**src/rtl/arb_regfile_pkg.sv**
```systemverilog
// Shared defaults and width helpers for the multi-writer register bank
// and the round-robin arbiter it uses.
package arb_regfile_pkg;

    localparam int DEF_WIDTH = 16;
    localparam int DEF_DEPTH = 8;
    localparam int DEF_NWR   = 2;

    // Index width that stays at least one bit wide even for a single source.
    function automatic int sw_bits(input int n);
        return (n > 1) ? $clog2(n) : 1;
    endfunction

endpackage

```
**src/rtl/rr_arbiter.sv**
```systemverilog
// Round-robin arbiter: one-hot combinational grant, the pointer moves to
// just past the last winner so that winner drops to lowest priority.
module rr_arbiter
    import arb_regfile_pkg::*;
#(
    parameter int N = 2
) (
    input  logic         clk,
    input  logic         reset,
    input  logic [N-1:0] req,
    output logic [N-1:0] grant
);

    localparam int PW = sw_bits(N);

    logic [PW-1:0] ptr_q;
    logic [PW-1:0] ptr_d;
    logic [N-1:0]  upper_req;
    logic [PW-1:0] sel;
    logic          any_upper;

    // Requests at or above the pointer win first; otherwise wrap to the bottom.
    genvar gi;
    generate
        for (gi = 0; gi < N; gi++) begin : g_mask
            assign upper_req[gi] = req[gi] & (PW'(gi) >= ptr_q);
        end
    endgenerate

    always_comb begin
        sel       = '0;
        any_upper = |upper_req;
        grant     = '0;
        ptr_d     = ptr_q;
        for (int i = N - 1; i >= 0; i--) begin
            if (any_upper ? upper_req[i] : req[i]) begin
                sel = PW'(i);
            end
        end
        if (!reset && (|req)) begin
            grant[sel] = 1'b1;
            ptr_d      = (sel == PW'(N - 1)) ? '0 : sel + PW'(1);
        end
    end

    always_ff @(posedge clk) begin
        if (reset) begin
            ptr_q <= '0;
        end else begin
            ptr_q <= ptr_d;
        end
    end

endmodule

```
**src/rtl/arb_regfile.sv**
```systemverilog
// Multi-writer register bank: NWR arbitrated write ports into DEPTH entries,
// one registered read port returning data and the tag of the last writer.
module arb_regfile
    import arb_regfile_pkg::*;
#(
    parameter  int WIDTH = DEF_WIDTH,
    parameter  int DEPTH = DEF_DEPTH,
    parameter  int NWR   = DEF_NWR,
    localparam int AW    = $clog2(DEPTH),
    localparam int SW    = sw_bits(NWR)
) (
    input  logic                 clk,
    input  logic                 reset,
    input  logic [NWR-1:0]       wr_en,
    input  logic [NWR*AW-1:0]    wr_addr,
    input  logic [NWR*WIDTH-1:0] wr_data,
    output logic [NWR-1:0]       wr_grant,
    input  logic                 rd_en,
    input  logic [AW-1:0]        rd_addr,
    output logic [WIDTH-1:0]     rd_data,
    output logic [SW-1:0]        rd_src,
    output logic                 rd_valid
);

    localparam logic [AW:0] DEPTH_L = (AW + 1)'(DEPTH);

    function automatic logic in_range(input logic [AW-1:0] a);
        return {1'b0, a} < DEPTH_L;
    endfunction

    logic [WIDTH-1:0] mem_view [DEPTH];
    logic [SW-1:0]    tag_view [DEPTH];

    logic [SW-1:0]    wr_src;
    logic [AW-1:0]    wr_sel_addr;
    logic [WIDTH-1:0] wr_sel_data;
    logic             wr_commit;

    logic [WIDTH-1:0] rd_data_q, rd_data_d;
    logic [SW-1:0]    rd_src_q, rd_src_d;
    logic             rd_valid_q, rd_valid_d;

    rr_arbiter #(
        .N(NWR)
    ) u_arb (
        .clk   (clk),
        .reset (reset),
        .req   (wr_en),
        .grant (wr_grant)
    );

    // Write mux steered by the one-hot grant; out-of-range winners commit nothing.
    always_comb begin
        wr_src      = '0;
        wr_sel_addr = '0;
        wr_sel_data = '0;
        for (int p = 0; p < NWR; p++) begin
            if (wr_grant[p]) begin
                wr_src      = SW'(p);
                wr_sel_addr = wr_addr[p*AW +: AW];
                wr_sel_data = wr_data[p*WIDTH +: WIDTH];
            end
        end
        wr_commit = (|wr_grant) && in_range(wr_sel_addr);
    end

    genvar gi;
    generate
        for (gi = 0; gi < DEPTH; gi++) begin : g_entry
            logic [WIDTH-1:0] mem_q, mem_d;
            logic [SW-1:0]    tag_q, tag_d;

            always_comb begin
                mem_d = mem_q;
                tag_d = tag_q;
                if (wr_commit && (wr_sel_addr == AW'(gi))) begin
                    mem_d = wr_sel_data;
                    tag_d = wr_src;
                end
            end

            always_ff @(posedge clk) begin
                if (reset) begin
                    mem_q <= '0;
                    tag_q <= '0;
                end else begin
                    mem_q <= mem_d;
                    tag_q <= tag_d;
                end
            end

            assign mem_view[gi] = mem_q;
            assign tag_view[gi] = tag_q;
        end
    endgenerate

    // Same-cycle write to the read address is forwarded into the read register.
    always_comb begin
        rd_data_d  = rd_data_q;
        rd_src_d   = rd_src_q;
        rd_valid_d = rd_en;
        if (rd_en) begin
            if (wr_commit && (wr_sel_addr == rd_addr)) begin
                rd_data_d = wr_sel_data;
                rd_src_d  = wr_src;
            end else if (in_range(rd_addr)) begin
                rd_data_d = mem_view[rd_addr];
                rd_src_d  = tag_view[rd_addr];
            end else begin
                rd_data_d = '0;
                rd_src_d  = '0;
            end
        end
    end

    always_ff @(posedge clk) begin
        if (reset) begin
            rd_data_q  <= '0;
            rd_src_q   <= '0;
            rd_valid_q <= 1'b0;
        end else begin
            rd_data_q  <= rd_data_d;
            rd_src_q   <= rd_src_d;
            rd_valid_q <= rd_valid_d;
        end
    end

    assign rd_data  = rd_data_q;
    assign rd_src   = rd_src_q;
    assign rd_valid = rd_valid_q;

endmodule

```
**config.mk**
```make
export PLATFORM = sky130hd
export DESIGN_NAME = arb_regfile
export DESIGN_NICKNAME = d
export VERILOG_FILES = /design/src/rtl/arb_regfile_pkg.sv /design/src/rtl/rr_arbiter.sv /design/src/rtl/arb_regfile.sv
export SDC_FILE = /design/constraint.sdc
export NUM_CORES = 1
export LEC_CHECK = 0
export CORE_MARGIN = 2
export CORE_UTILIZATION = 36
export CTS_CLUSTER_DIAMETER = 100
export CTS_CLUSTER_SIZE = 10
export DETAILED_ROUTE_END_ITERATION = 7
export SYNTH_ARGS = -nofsm -noshare
export SYNTH_HDL_FRONTEND = slang
export SYNTH_SLANG_ARGS = --single-unit
```
**constraint.sdc**
```tcl
create_clock -name clk -period 2.7 [get_ports clk]
set_clock_uncertainty 0.15 [all_clocks]
set_input_delay 0.27 -clock clk [delete_from_list [all_inputs] [get_ports clk]]
set_output_delay 0.27 -clock clk [all_outputs]
set_load 0.03 [all_outputs]
```
**Yosys cells after proc, flatten, opt, wreduce, memory -nomap -nowiden**

Index checks and enable logic that the tools add are counted.

- Reduce and logical (&&, ||, !) cells: 16
- Magnitude comparators: 5
- Mux-type cells: 21
- Add/subtract/negate cells: 1
- Bitwise gates (word level): 3
- Eq/ne operators: 8

Operators by type and width:

| operator | count |
|---|---|
| two-way mux 16 bit | 5 |
| binary-select mux 16 bit (select 3 bit) | 1 |
| equality test 3 bit, second input constant | 4 |
| logical AND 1 bit | 11 |
| two-way mux 1 bit | 10 |
| equality test 3 x 2 -> 1 bit, second input constant | 2 |
| two-way mux 3 bit | 2 |
| OR reduction 2 bit | 3 |
| >= comparator 4 bit, second input constant | 1 |
| inverter 3 -> 4 bit | 1 |
| binary-select mux 1 bit (select 3 bit) | 1 |
| equality test 3 x 1 -> 1 bit, second input constant | 1 |
| equality test 3 bit | 1 |
| zero test 3 bit | 1 |
| AND 1 bit | 2 |
| >= comparator 1 bit, first input constant | 2 |
| < comparator 1 x 2 -> 1 bit, second input constant | 1 |
| two-way mux 2 bit | 1 |
| adder 1 bit, second input constant | 1 |
| demux 1 bit (select 1 bit) | 1 |
| >= comparator 1 bit, second input constant | 1 |
| zero test 1 bit | 1 |

- Output and inout port bits: 20
- Input port bits: 46
- Flip-flop bits (word level): 155

**Logic depth before layout (Yosys ltp)**

- Word-level depth: 16
- Gate-level depth with buffers: 9
- Depth with buffers taken out: 5

**Modules after synthesis**

Synthesis repeated with hierarchy kept, for this count alone.

- Cells, all modules: 683
- Area total of the unflattened synthesis: 7537.2 um^2

By module, submodules not included:

| module | area each (um^2) | cells each | instances |
|---|---|---|---|
| arb_regfile | 7475.9 | 676 | 1 |
| rr_arbiter | 61.3 | 7 | 1 |

**Worst setup path after synthesis**

No wires, ideal clock.

- Path type: input-to-output
- Start point: input reset
- End point: output wr_grant[1]
- Data arrival time: 1812 ps
- Buffers on the path: 5
- Cell stages on the path: 6
- Path slack: 468 ps
- Cell sequence: clkbuf_1 buf_1 clkbuf_1 clkbuf_1 nor2_1 buf_4

- Word-level cells in the longest chain between the ends: 3

RTL lines:

| element | line | RTL |
|---|---|---|
| start: declaration | arb_regfile.sv:13 | `input logic reset,` |
| zero test 1 bit | rr_arbiter.sv:40 | `if (!reset && (\|req)) begin` |
| logical AND 1 bit | rr_arbiter.sv:40 |  |
| two-way mux 2 bit | rr_arbiter.sv:40 |  |
| end: declaration | arb_regfile.sv:17 | `output logic [NWR-1:0] wr_grant,` |

Every way passes these cells.

**Worst setup path in the final report**

- Start point: register u_arb.ptr_q
- End point: output wr_grant[1]

- Word-level cells in the longest chain between the ends: 11

RTL lines:

| element | line | RTL |
|---|---|---|
| start: declaration | rr_arbiter.sv:16 | `logic [PW-1:0] ptr_q;` |
| start signal: assignment | rr_arbiter.sv:50 | `ptr_q <= ptr_d;` |
| >= comparator 1 bit | rr_arbiter.sv:26 | `assign upper_req[gi] = req[gi] & (PW'(gi) >= ptr_q);` |
| AND 1 bit | rr_arbiter.sv:26 |  |
| OR reduction 2 bit | rr_arbiter.sv:32 | `any_upper = \|upper_req;` |
| two-way mux 1 bit (2 in a row) | rr_arbiter.sv:36 | `if (any_upper ? upper_req[i] : req[i]) begin` |
| two-way mux 1 bit (*) | rr_arbiter.sv:36 |  |
| < comparator 1 x 2 -> 1 bit (not written as such) / >= comparator 1 bit (equally long branches) | rr_arbiter.sv:41 | `grant[sel] = 1'b1;` |
| logical AND 1 bit (not written as such) | rr_arbiter.sv:41 |  |
| two-way mux 1 bit (not written as such) | rr_arbiter.sv:41 |  |
| demux 1 bit (select 1 bit) (*) | n/a |  |
| two-way mux 2 bit (*) | rr_arbiter.sv:40 |  |

Mark *: on every way between the ends. The rest lies on a longest branch, timed or not.

==> flow_summary_export.csv <==
group,metric,value,unit
pwr,peakVddDrop,0.356,mV
synth,avgSynthCellArea,10.0,um^2
setup_path,worstRegToRegCells,7,
clocking,clkLatencyLatePin,0.42,ns
global_route,grt_pass1_vias,5770,
setup_path,worstPathArrival,2.12,ns
synth,synthCells,690,
pwr,switching_share,23.4,%
clocking,clk_path_buf_depth,2,
die,die_y,142,um
timing,period_share,94.1,%
final_layout,final_cell_count_no_fill,1000,
place,dpl.cell_count,969,
route,vias_per_cell,5.76,
route,drtPass1Iterations,5,
clocking,cts_tree,"built",
final_layout,antenna_cells,0,
synth,synth_nets,736,
clocking,cts_root_buf,"clkbuf_16",
die,fp.dieW,142,um
die,core,18800,um^2
clocking,clk_pin_slew,0.06,ns
clocking,numClockSinks,155,
pwr,combinationalPowerShare,12.6,%
route,drtIter0Drc,336,
final_layout,nNetsFinal,801,
clocking,htree_levels,4,
worst_hold_path,min_to,"g_entry[4].mem_q[9]$_SDFFE_PP0P_",
pwr,power_leakage,2.92,nW
setup_path,end_kind,"output pin",
route,wl_per_cell,19.1,um
global_route,track_usage,19.6,%
route,num_vias,5755,
setup_path,critPathMaxFanout,5,
synth,ys.flop_type,"dfxtp_1",
synth,ys_types,42,
synth,synth_top_area_share,45.0,%
place,port_buffers,65,
final_layout,final_core_util,46.4,%
timing,worst_pin_slew,0.941,ns
global_route,antenna_found_initial,0,
pwr,intPower,4.32,mW
die,num_rows,50,
final_layout,final_common_cell,"dfxtp_1",
pwr,p_seq_share,42.2,%
pwr,power_frac_clock,45.2,%
timing,fmax,393,MHz
synth,yosys_warnings,0,
setup_path,worst_setup_path_start_kind,"flop",
place,place_hpwl,12200,um
die,pin_count,66,
global_route,grt_max_degree,91,
pwr,p_switching,1.32,mW
die,die-area,20300,um^2
timing,drv_slew,0,
final_layout,areaGrowthSynthToFinish,26.1,%
final_layout,final_cell_mix,"dfxtp_1, nor2_1, a211oi_1, clkdlybuf4s50_1, buf_4",
run_status,status,"finished, final reports clean",
synth,async_flop_share,0,%
route,finalWirelength,19100,um
timing,slew_headroom,37.2,%
synth,ys_seq_elements,155,
timing,hold_viol,0,
setup_path,worstSetupPathType,"flop to output pin",
setup_path,required,2.28,ns
timing,finalSetupViolCount,0,
global_route,grt_overflow,0,
setup_path,reg2reg_slack,0.36,ns
timing,period_needed,2.54,ns
synth,yosys-top-cells-area,"dfxtp_1, a211oi_1, mux4_2, nor2_1, mux2_2",
flow_run,maxCapViolCount,0,
route,drc_errors,0,
final_layout,drive_above_1_share,19.8,%
timing,rsz0062_at_grt,"no",
clocking,cts_buffers,17,
pwr,powerDensity,648,nW/um^2
global_route,grt_pass1_wl,30700,um
synth,synth_edf_count,0,
setup_path,r2r_end,"g_entry[0].mem_q[5]$_SDFFE_PP0P_",
worst_hold_path,hold_depth,2,
synth,syn_area,6900,um^2
place,gp_congestion,0.773,
setup_path,reg2reg_from,"u_arb.ptr_q$_SDFFE_PP0N_",
worst_hold_path,hp-start,"g_entry[4].mem_q[9]$_SDFFE_PP0P_",
synth,yosysSeqAreaShare,45.0,%
die,start_util,36.8,%
worst_hold_path,min_path_type,"flop to flop",
synth,yosys.area.top_type,"dfxtp_1",
route,ant_nets,0,
-- kinds of logic (layout without fill, tap and decap cells) --
| logic type | after synthesis | in the layout | synth area share (%) |
|---|---|---|---|
| mux | 59 | 59 | 15.0 |
| compound gates | 208 | 208 | 22.6 |
| simple gates | 192 | 192 | 12.6 |
| flops | 155 | 155 | 45.0 |
| buf+inv | 75 | 151 | 4.73 |
| xor+xnor | 1 | 1 | 0.127 |
-- stage by stage --
stage / worst slack, ns / hold slack (ns) / TNS (ns) / cell area (um^2) / power (mW)
6_report: 0.158 / 0.304 / 0 / 8700 / 5.64
5_1_grt: 0.0838 / 0.325 / 0 / 8700 / 5.83
4_1_cts: 0.156 / 0.305 / 0 / 8700 / 5.69
2_1_floorplan: 0.468 / 0.283 / 0 / 6900 / 2.83
3_3_place_gp: 0.0917 / 0.288 / 0 / 8070 / 3.12
3_5_place_dp: -0.00613 / 0.297 / -0.00613 / 8070 / 3.13
-- area by class of cell --
class / count / area, um^2
well taps: 234 / 293
inverters: 5 / 18.8
clock inverters: 7 / 164
flip-flops and latches: 155 / 3100
fillers: 1687 / 10100
clock buffers: 23 / 458
repair buffers: 116 / 1170
multi-input cells: 460 / 3490
-- power groups by stage --
stage	clock, mW	combinational (mW)	sequential [mW]
2_1_floorplan	0	0.388	2.44
3_3_place_gp	0	0.689	2.43
3_5_place_dp	0	0.703	2.43
4_1_cts	2.60	0.708	2.38
5_1_grt	2.68	0.762	2.39
6_report	2.55	0.708	2.38
-- sequential cells by signal, summed over array words and instances (netlist names) --
signal         cells
g_entry.mem_q    128
g_entry.tag_q      8
rd_data           16
rd_src             1
rd_valid           1
u_arb.ptr_q        1
-- worst max path at each step --
stage / startpoint / endpoint / slack (ns) / cells after the start
after floorplan: reset / wr_grant[1] / 0.47 / 6
after global routing: u_arb.ptr_q$_SDFFE_PP0N_ / wr_grant[1] / 0.08 / 4
after global placement: wr_en[0] / g_entry[2].mem_q[4]$_SDFFE_PP0P_ / 0.09 / 7
after CTS: u_arb.ptr_q$_SDFFE_PP0N_ / wr_grant[1] / 0.16 / 4
after detailed placement: wr_en[0] / g_entry[2].mem_q[9]$_SDFFE_PP0P_ / -0.006 / 7
final: u_arb.ptr_q$_SDFFE_PP0N_ / wr_grant[1] / 0.16 / 4
-- critical path, stage by stage (launching register included) --
cell,delay [ns]
dfxtp_1,0.43
nand2b_1,0.31
nand2_1,0.15
nor2_1,0.13
clkdlybuf4s50_1,0.68
-- layer usage --
metal / GRT usage, % / part of all wire (%)
met1: 24.2 / 44
met2: 32.4 / 48
met3: 4.74 / 5.3
met4: 8.81 / 2.9
met5: 0 / 0
-- synth_stat cells (all sizes together), types with 17 or more instances --
cell type	number
buf	29
nor2	127
clkbuf	41
a21oi	17
mux4	34
a211oi	113
nand2	34
a22oi	19
dfxtp	155
-- timing repair --
item / in CTS / in global routing
endpoints found under the hold margin: 1 / 0
gates resized for setup: 0 / 0
hold buffers: 1 / 0
setup buffers: 0 / 0
Power figures use the tool's default switching activity.
